**src/rtl/kudu_dv_pkg.sv**
```systemverilog
// Shared kudu DV types: arbiter FSM states and requester count.
package kudu_dv_pkg;

  localparam int unsigned ARB_NREQ = 2;

  typedef enum logic [1:0] {
    ArbIdle,
    ArbHold0,
    ArbHold1
  } arb_state_e;

endpackage

```
**src/rtl/obi_arb_id_fifo.sv**
```systemverilog
// In-order FIFO of 1-bit owner IDs for granted, still-unanswered OBI transactions.
module obi_arb_id_fifo #(
  parameter int unsigned Depth = 8,
  localparam int unsigned Aw = $clog2(Depth)
) (
  input  logic        clk_wr,
  input  logic        rst_ni,
  input  logic        push,
  input  logic        pop,
  input  logic        din,
  output logic        head,
  output logic        full,
  output logic        empty,
  output logic [Aw:0] count
);

  logic [Aw:0]      wr_ptr_q, rd_ptr_q;
  logic [Depth-1:0] mem_q;

  always_ff @(posedge clk_wr or negedge rst_ni) begin
    if (!rst_ni) begin
      wr_ptr_q <= '0;
      rd_ptr_q <= '0;
      mem_q    <= '0;
    end else begin
      if (push) begin
        mem_q[wr_ptr_q[Aw-1:0]] <= din;
        wr_ptr_q                <= wr_ptr_q + (Aw + 1)'(1);
      end
      if (pop) begin
        rd_ptr_q <= rd_ptr_q + (Aw + 1)'(1);
      end
    end
  end

  // Extra pointer MSB distinguishes full from empty when the indices match.
  assign empty = (wr_ptr_q == rd_ptr_q);
  assign full  = (wr_ptr_q[Aw] != rd_ptr_q[Aw]) && (wr_ptr_q[Aw-1:0] == rd_ptr_q[Aw-1:0]);
  assign count = wr_ptr_q - rd_ptr_q;
  assign head  = mem_q[rd_ptr_q[Aw-1:0]];

endmodule

```
**src/rtl/obi_mem_arbiter.sv**
```systemverilog
// Two-master round-robin OBI arbiter sharing one memory-model slave port.
module obi_mem_arbiter
  import kudu_dv_pkg::*;
#(
  parameter int unsigned DW          = 32,
  parameter int unsigned OUTST_DEPTH = 8
) (
  input  logic          clk_wr,
  input  logic          rst_ni,
  input  logic          m0_req,
  input  logic          m1_req,
  input  logic          m0_we,
  input  logic          m1_we,
  input  logic [3:0]    m0_be,
  input  logic [3:0]    m1_be,
  input  logic [31:0]   m0_addr,
  input  logic [31:0]   m1_addr,
  input  logic [DW-1:0] m0_wdata,
  input  logic [DW-1:0] m1_wdata,
  output logic          m0_gnt,
  output logic          m1_gnt,
  output logic          m0_rvalid,
  output logic          m1_rvalid,
  output logic [DW-1:0] m0_rdata,
  output logic [DW-1:0] m1_rdata,
  output logic          m0_err,
  output logic          m1_err,
  output logic          s_req,
  output logic          s_we,
  output logic [3:0]    s_be,
  output logic [31:0]   s_addr,
  output logic [DW-1:0] s_wdata,
  input  logic          s_gnt,
  input  logic          s_rvalid,
  input  logic [DW-1:0] s_rdata,
  input  logic          s_err,
  output logic [4:0]    outst_cnt,
  output logic          protocol_err
);

  localparam int unsigned CntW = $clog2(OUTST_DEPTH) + 1;

  arb_state_e          state_q;
  logic                last_owner_q;
  logic                protocol_err_q;
  logic [ARB_NREQ-1:0] req;
  logic                sel, sel_valid;
  logic                push, pop;
  logic                fifo_head, fifo_full, fifo_empty;
  logic [CntW-1:0]     fifo_count;

  assign req = {m1_req, m0_req};

  always_comb begin
    sel       = 1'b0;
    sel_valid = 1'b0;
    unique case (state_q)
      ArbIdle: begin
        if (!fifo_full) begin
          sel_valid = |req;
          sel       = (&req) ? ~last_owner_q : req[1];
        end
      end
      // A held address phase stays on its master; only that master's request matters.
      ArbHold0: begin
        sel       = 1'b0;
        sel_valid = m0_req;
      end
      ArbHold1: begin
        sel       = 1'b1;
        sel_valid = m1_req;
      end
      default: ;
    endcase
  end

  assign s_req   = sel_valid;
  assign s_we    = s_req & (sel ? m1_we : m0_we);
  assign s_be    = s_req ? (sel ? m1_be : m0_be) : '0;
  assign s_addr  = s_req ? (sel ? m1_addr : m0_addr) : '0;
  assign s_wdata = s_req ? (sel ? m1_wdata : m0_wdata) : '0;

  assign push   = s_req & s_gnt;
  assign pop    = s_rvalid & ~fifo_empty;
  assign m0_gnt = push & ~sel;
  assign m1_gnt = push & sel;

  assign m0_rvalid = pop & ~fifo_head;
  assign m1_rvalid = pop & fifo_head;
  assign m0_rdata  = m0_rvalid ? s_rdata : '0;
  assign m1_rdata  = m1_rvalid ? s_rdata : '0;
  assign m0_err    = m0_rvalid & s_err;
  assign m1_err    = m1_rvalid & s_err;

  assign outst_cnt    = 5'(fifo_count);
  assign protocol_err = protocol_err_q;

  always_ff @(posedge clk_wr or negedge rst_ni) begin
    if (!rst_ni) begin
      state_q        <= ArbIdle;
      last_owner_q   <= 1'b1;
      protocol_err_q <= 1'b0;
    end else begin
      if (s_rvalid && fifo_empty) begin
        protocol_err_q <= 1'b1;
      end
      unique case (state_q)
        ArbIdle: begin
          if (push) begin
            last_owner_q <= sel;
          end else if (s_req) begin
            state_q <= sel ? ArbHold1 : ArbHold0;
          end
        end
        ArbHold0, ArbHold1: begin
          if (push) begin
            last_owner_q <= sel;
            state_q      <= ArbIdle;
          end else if (!s_req) begin
            // Request withdrawn before grant.
            protocol_err_q <= 1'b1;
            state_q        <= ArbIdle;
          end
        end
        default: state_q <= ArbIdle;
      endcase
    end
  end

  obi_arb_id_fifo #(
    .Depth(OUTST_DEPTH)
  ) u_id_fifo (
    .clk_wr(clk_wr),
    .rst_ni(rst_ni),
    .push  (push),
    .pop   (pop),
    .din   (sel),
    .head  (fifo_head),
    .full  (fifo_full),
    .empty (fifo_empty),
    .count (fifo_count)
  );

endmodule

```
**config.mk**
```make
export PLATFORM = sky130hd
export DESIGN_NAME = obi_mem_arbiter
export DESIGN_NICKNAME = d
export VERILOG_FILES = /design/src/rtl/kudu_dv_pkg.sv /design/src/rtl/obi_arb_id_fifo.sv /design/src/rtl/obi_mem_arbiter.sv
export SDC_FILE = /design/constraint.sdc
export NUM_CORES = 1
export LEC_CHECK = 0
export ABC_AREA = 1
export BUFFER_PORTS_ARGS = -buffer_cell sky130_fd_sc_hd__buf_2
export CAP_MARGIN = 20
export CORE_AREA = 3 3 124 126
export CTS_BUF_LIST = sky130_fd_sc_hd__clkbuf_4
export DETAILED_ROUTE_END_ITERATION = 10
export DIE_AREA = 0 0 127 129
export PLACE_DENSITY_LB_ADDON = 0.08
export SYNTH_ARGS = -nofsm -noshare
export SYNTH_HDL_FRONTEND = slang
export SYNTH_SLANG_ARGS = --single-unit
```
**constraint.sdc**
```tcl
create_clock -name clk_wr -period 2.1 [get_ports clk_wr]
set_input_delay 0.21 -clock clk_wr [delete_from_list [all_inputs] [get_ports clk_wr]]
set_output_delay 0.21 -clock clk_wr [all_outputs]
set_load 0.01 [all_outputs]
```
## Yosys cells after proc, flatten, opt, wreduce, memory -nomap -nowiden

Cells that the tools add are included.

- Logic and storage cells: 72
- Output and inout port bits: 146
- Flip-flop bits (word level): 20

- $lt $le $gt $ge: 3
- Bitwise operators: 13
- Equality and inequality tests: 8
- Reduce and logical (&&, ||, !) cells: 10
- Muxes and demuxes: 29
- Add/sub/neg operators: 3

Operator list:

| cell | number |
|---|---|
| 32-bit 2-to-1 mux | 6 |
| 1-bit 2-to-1 mux | 10 |
| 2-bit 2-to-1 mux | 5 |
| 1-bit bitwise AND | 9 |
| 4-bit by 1-bit adder with 4-bit output (second input constant) | 2 |
| 8-bit bitwise mux | 1 |
| 3-bit by 4-bit < comparator with 1-bit output (second input constant) | 2 |
| 4-bit 2-to-1 mux | 2 |
| 4-bit == test | 1 |
| 2-bit inequality test (second input constant) | 2 |
| 1-bit inverter | 4 |
| 2-bit case mux with 2 select lines | 1 |
| 2-bit AND reduction | 2 |
| 2-bit OR reduction | 2 |
| 4-bit subtractor | 1 |
| 1-bit binary-select mux with 3-bit select | 1 |
| 1-bit demux with 3-bit select | 1 |
| 3-bit == test | 1 |
| 3-bit by 1-bit greater-or-equal comparator with 1-bit output (second input constant) | 1 |
| 1-bit logical AND | 3 |
| 3-bit inequality test (second input constant) | 1 |
| 1-bit case mux with 3 select lines | 1 |
| 3-bit AND reduction | 1 |
| 3-bit OR reduction | 1 |
| other kinds (5) | 5 |

## Longest topological paths before layout

- Depth in word-level cells: 8
- Mapped depth: 13
- Mapped depth without buffers: 12

## Hierarchy

Synthesis repeated with hierarchy kept, for this count alone.

- Cell total of the unflattened synthesis: 509
- Area total of the unflattened synthesis: 2706.3 µm²

Modules (own cells, without submodules):

| module | seq. area each (µm²) | area an instance (µm²) | times used | cells an instance |
|---|---|---|---|---|
| obi_mem_arbiter | 101.3 | 1783.0 | 1 | 393 |
| obi_arb_id_fifo | 400.4 | 923.4 | 1 | 116 |

## Least setup slack after synthesis

Ideal clock, no wire load.

- Path type: register to output
- Start: register u_id_fifo.wr_ptr_q[0]
- End: output s_addr[0]
- Arrival: 1.784 ns
- Cell stages (with the launch flop): 12
- Setup slack: 0.106 ns
- Buffers on the path: 1
- Required time: 1.890 ns
- Cell sequence: dfrtp_1 > inv_1 > ha_1 > inv_1 > nor2_2 > nand2_2 > nand3_2 > nand2_2 > inv_2 > buf_4 > nor2_1 > nor2_1

- Longest elaborated chain between the ends: 6

Ends and longest elaborated chain:

| item | line | source |
|---|---|---|
| start: declaration | obi_arb_id_fifo.sv:17 | `logic [Aw:0] wr_ptr_q, rd_ptr_q;` |
| start signal: assignment | obi_arb_id_fifo.sv:28 | `wr_ptr_q <= wr_ptr_q + (Aw + 1)'(1);` |
| 3-bit == test * | obi_arb_id_fifo.sv:38 | `assign full = (wr_ptr_q[Aw] != rd_ptr_q[Aw]) && (wr_ptr_q[Aw-1:0] == rd_ptr_q[Aw-1:0]);` |
| 1-bit logical AND * | obi_arb_id_fifo.sv:38 |  |
| 1-bit 2-to-1 mux | obi_mem_arbiter.sv:59 | `if (!fifo_full) begin` |
| 1-bit case mux with 2 select lines | obi_mem_arbiter.sv:57 | `unique case (state_q)` |
| 32-bit 2-to-1 mux | obi_mem_arbiter.sv:80 | `assign s_addr = s_req ? (sel ? m1_addr : m0_addr) : '0;` |
| 32-bit 2-to-1 mux * | obi_mem_arbiter.sv:80 |  |
| end: declaration | obi_mem_arbiter.sv:31 | `output logic [31:0] s_addr,` |

Every way passes the cells marked *; elsewhere a longest branch is shown, timed or not.

## Final worst setup path

- Start: register u_id_fifo.wr_ptr_q[1]
- End: output s_wdata[6]

- Longest elaborated chain between the ends: 6

Ends and longest elaborated chain:

| item | line | source |
|---|---|---|
| 3-bit == test * | obi_arb_id_fifo.sv:38 |  |
| 1-bit logical AND * | obi_arb_id_fifo.sv:38 |  |
| 1-bit 2-to-1 mux | obi_mem_arbiter.sv:59 |  |
| 1-bit case mux with 2 select lines | obi_mem_arbiter.sv:57 |  |
| 32-bit 2-to-1 mux | obi_mem_arbiter.sv:81 | `assign s_wdata = s_req ? (sel ? m1_wdata : m0_wdata) : '0;` |
| 32-bit 2-to-1 mux * | obi_mem_arbiter.sv:81 |  |
| end: declaration | obi_mem_arbiter.sv:32 | `output logic [DW-1:0] s_wdata,` |

Marks and branches as above.

==> metrics <==
Slowest Stage Delay on Critical Path 0.44 ns; core area 14420 µm²; main flop type after synthesis sky130_fd_sc_hd__dfrtp_1; endpoint type of the worst setup path output pin; share of the clock period used by the worst path 1.145; switching part of the total 0.5085; top library cells by usage in the layout, fill and taps aside 278 x sky130_fd_sc_hd__buf_2, 142 x sky130_fd_sc_hd__nor2_1, 52 x sky130_fd_sc_hd__nor2_4; TritonCTS buffer count 3; failing checks setup timing; Fmax achieved 415.8 MHz; Min-Delay Path Class input pin to flip-flop; number of diodes added for antenna fixing 0; sequential group share of total power 0.057; total clock sinks 20; asr flop ratio synth 1.000; ratio of routed vias to standard cells 4.396; final cell area excluding filler cells 6595 µm²; DIE HEIGHT 129 µm; placed instance count 1019; CP startpoint kind flip-flop; clock transition at the register clock pins on the worst setup and hold paths after CTS 0.13 ns; number of global-route vias before repair approximately 4600; part of the Yosys area used for sequential elements 0.1624; Hold Path End protocol_err; critical path fanouts, max 7; area delta synth->final 113.5%; FF-to-FF setup slack 0.22 ns; endpoints failing setup 140; slowest cell on the critical path sky130_fd_sc_hd__dfrtp_1; cell at the root of the clock tree sky130_fd_sc_hd__clkbuf_4; initial detailed-routing violation count between 200 and 250; total number of nets in the final design between 1000 and 1500; clock tree from TritonCTS yes; DIE WIDTH approximately 130 µm; post-synthesis register bit count 20; half-perimeter wire length of the detailed placement result around 13 mm; setup repair after global routing missed its margin true; power share of the combinational group 0.926; average cell area after synthesis 5.998 µm²; number of warnings printed during yosys synthesis 0; run status finished with violations; number of synthesized flops with an enable pin 0; Worst EP required 1.89 ns; pin count of the biggest net entering global routing 36; count of final hold-check violations 0; MaxCap Viol Count 0; number of antenna-violating nets in the routed design 0; measured slew at the worst slew-check pin between 0.5 and 0.6 ns; post-route non-filler standard cell count 1067; critical path data arrival time between 2 and 2.5 ns; fraction of final layout cells with drive strength greater than 1 0.6138; Slew Limit Fails 0; die area 16380 µm²; final worst path period need about 2.4 ns; worst relative slew slack 0.6664; number of library cell types mapped by synthesis 31; Crit Reg-Reg Startpoint u_id_fifo.wr_ptr_q[1]; total internal power 5992 µW; maximum ir drop on the vdd rail approximately 0.88 mV; capture instance of the worst register-to-register path u_id_fifo.mem_q[5]; wire per inst ~17 µm; combined global-route utilization of all metal layers 0.2042; count of cells along the worst register-to-register path 11; detailed-route wire length between 15 and 20 mm; Netlist Area Pre-Place between 3000 and 4000 µm²; Remaining Overflow, GRT 0; filler cell count 1468; leading cell type in the layout, fill and taps excluded sky130_fd_sc_hd__buf_2; sum of negative setup slack -30.97 ns; Syn Nets 702; initial antenna violation count 2; Synth Instances 515; leakage power 0.003536 µW; maximum number of buffers from clock root to sink 2; classification of the worst setup path flip-flop to output pin; PortBufs 321; share of power burned in the clock network 0.017; net switching power 6200 µW; number of cells traversed by the worst hold path 3; global-route wire length before repair approximately 26 mm; CTS H-tree lvls 1; drt pass-1 iters 4; DRC violation count after routing 0; PnR worst setup slack -0.3050 ns; clock latency on the worst-skew pair 0.31 ns; global placement routability congestion about 0.83; Cell Rows 44; routed via count 4691; DP Area 5007 µm²; total power about 12000 µW; power density normalized to cell area around 1800 nW/µm²; hold wc startpoint s_rvalid; number of top-level pins 323; Cell Chain, Critical Path ha_4, nand2_4, nor2_4, nand2_4, nand3_4, nand2_8, clkinv_8, buf_6, buf_12, nor2_2, nor2_2, buf_6; final setup skew 0.004466 ns; starting density of the core 0.2142
cell type report:
type                            count  area, µm²  area share
Clock buffer                        3      22.52    0.003415
Clock inverter                      1      3.754   0.0005692
Inverter                           58      250.2     0.03794
Multi-Input combinational cell    409       2586      0.3921
Sequential cell                    20      503.0     0.07627
Tap cell                          184      230.2     0.03491
Timing Repair Buffer              391       2993      0.4538
Timing Repair inverter              1      6.256   0.0009486
stage by stage:
stage / hold WS [ns] / setup WS [ns] / utilization
3_5_place_dp: 0.2163 / -0.07206 / 0.3472
4_1_cts: 0.1805 / -0.2839 / 0.4355
6_report: 0.1882 / -0.3050 / 0.4572
2_1_floorplan: -0.08559 / 0.1060 / -
5_1_grt: 0.1802 / -0.3923 / 0.4572
3_3_place_gp: 0.2055 / -0.08301 / 0.3472
cell families after synthesis:
| kind of cell | Yosys count | synth area share |
|---|---|---|
| AND/OR/NAND/NOR | 303 | 0.4621 |
| buffers and inverters | 89 | 0.1632 |
| AO/OA/AOI/OAI | 86 | 0.1486 |
| flip-flops | 20 | 0.1624 |
| adder cells (fa/ha/maj) | 10 | 0.04293 |
| XOR/XNOR | 6 | 0.01945 |
| other | 1 | 0.001214 |
Yosys cell counts, drive strengths merged, types with 2 or more instances:
cell / number / area (µm²)
a21oi: 4 / 20.02
buf: 31 / 281.5
dfrtp: 19 / 475.5
ha: 9 / 112.6
inv: 58 / 222.7
nand2: 59 / 249.0
nand3: 15 / 80.08
nor2: 228 / 1092
o21ai: 80 / 411.7
xnor2: 2 / 17.52
xor2: 4 / 42.55
state kept, by name, indices dropped and copies added (netlist names):
name                count
protocol_err            1
last_owner_q            1
state_q                 2
u_id_fifo.wr_ptr_q      4
u_id_fifo.mem_q         8
u_id_fifo.rd_ptr_q      4
power groups by stage:
stage	logic, µW	registers [µW]	clock network, µW
6_report	11300	694	209
5_1_grt	12200	715	235
2_1_floorplan	4580	698	0
3_5_place_dp	7540	690	0
4_1_cts	10700	692	220
3_3_place_gp	7520	689	0
worst max-delay path by stage:
stage                           from     endpoint
2_1_floorplan  u_id_fifo.wr_ptr_q[0]    s_addr[0]
3_3_place_gp   u_id_fifo.rd_ptr_q[2]  s_wdata[18]
3_5_place_dp   u_id_fifo.rd_ptr_q[2]  s_wdata[20]
4_1_cts        u_id_fifo.wr_ptr_q[1]   s_wdata[2]
5_1_grt        u_id_fifo.wr_ptr_q[1]  s_wdata[22]
6_report       u_id_fifo.wr_ptr_q[1]   s_wdata[6]
critical path: cells and delay by family, from the launching register on:
kind	cells	cell delay, ns
AND/OR/NAND/NOR	7	0.64
buffers and inverters	4	0.49
flip-flops	1	0.44
adder cells (fa/ha/maj)	1	0.29
layer usage:
layer  track usage  part of all wire
met1        0.2501              0.40
met2        0.3627              0.49
met3       0.05978             0.092
met4       0.03091             0.011
met5             0            0.0013
repair_timing:
item	CTS	global route
pin swaps	16	23
hold buffers	1	0
gates resized for setup	158	59
buffers inserted	20	6
setup endpoints to repair	140	140
cloned	16	3
endpoints found under the hold margin	19	0
Power figures use the tool's default switching activity.
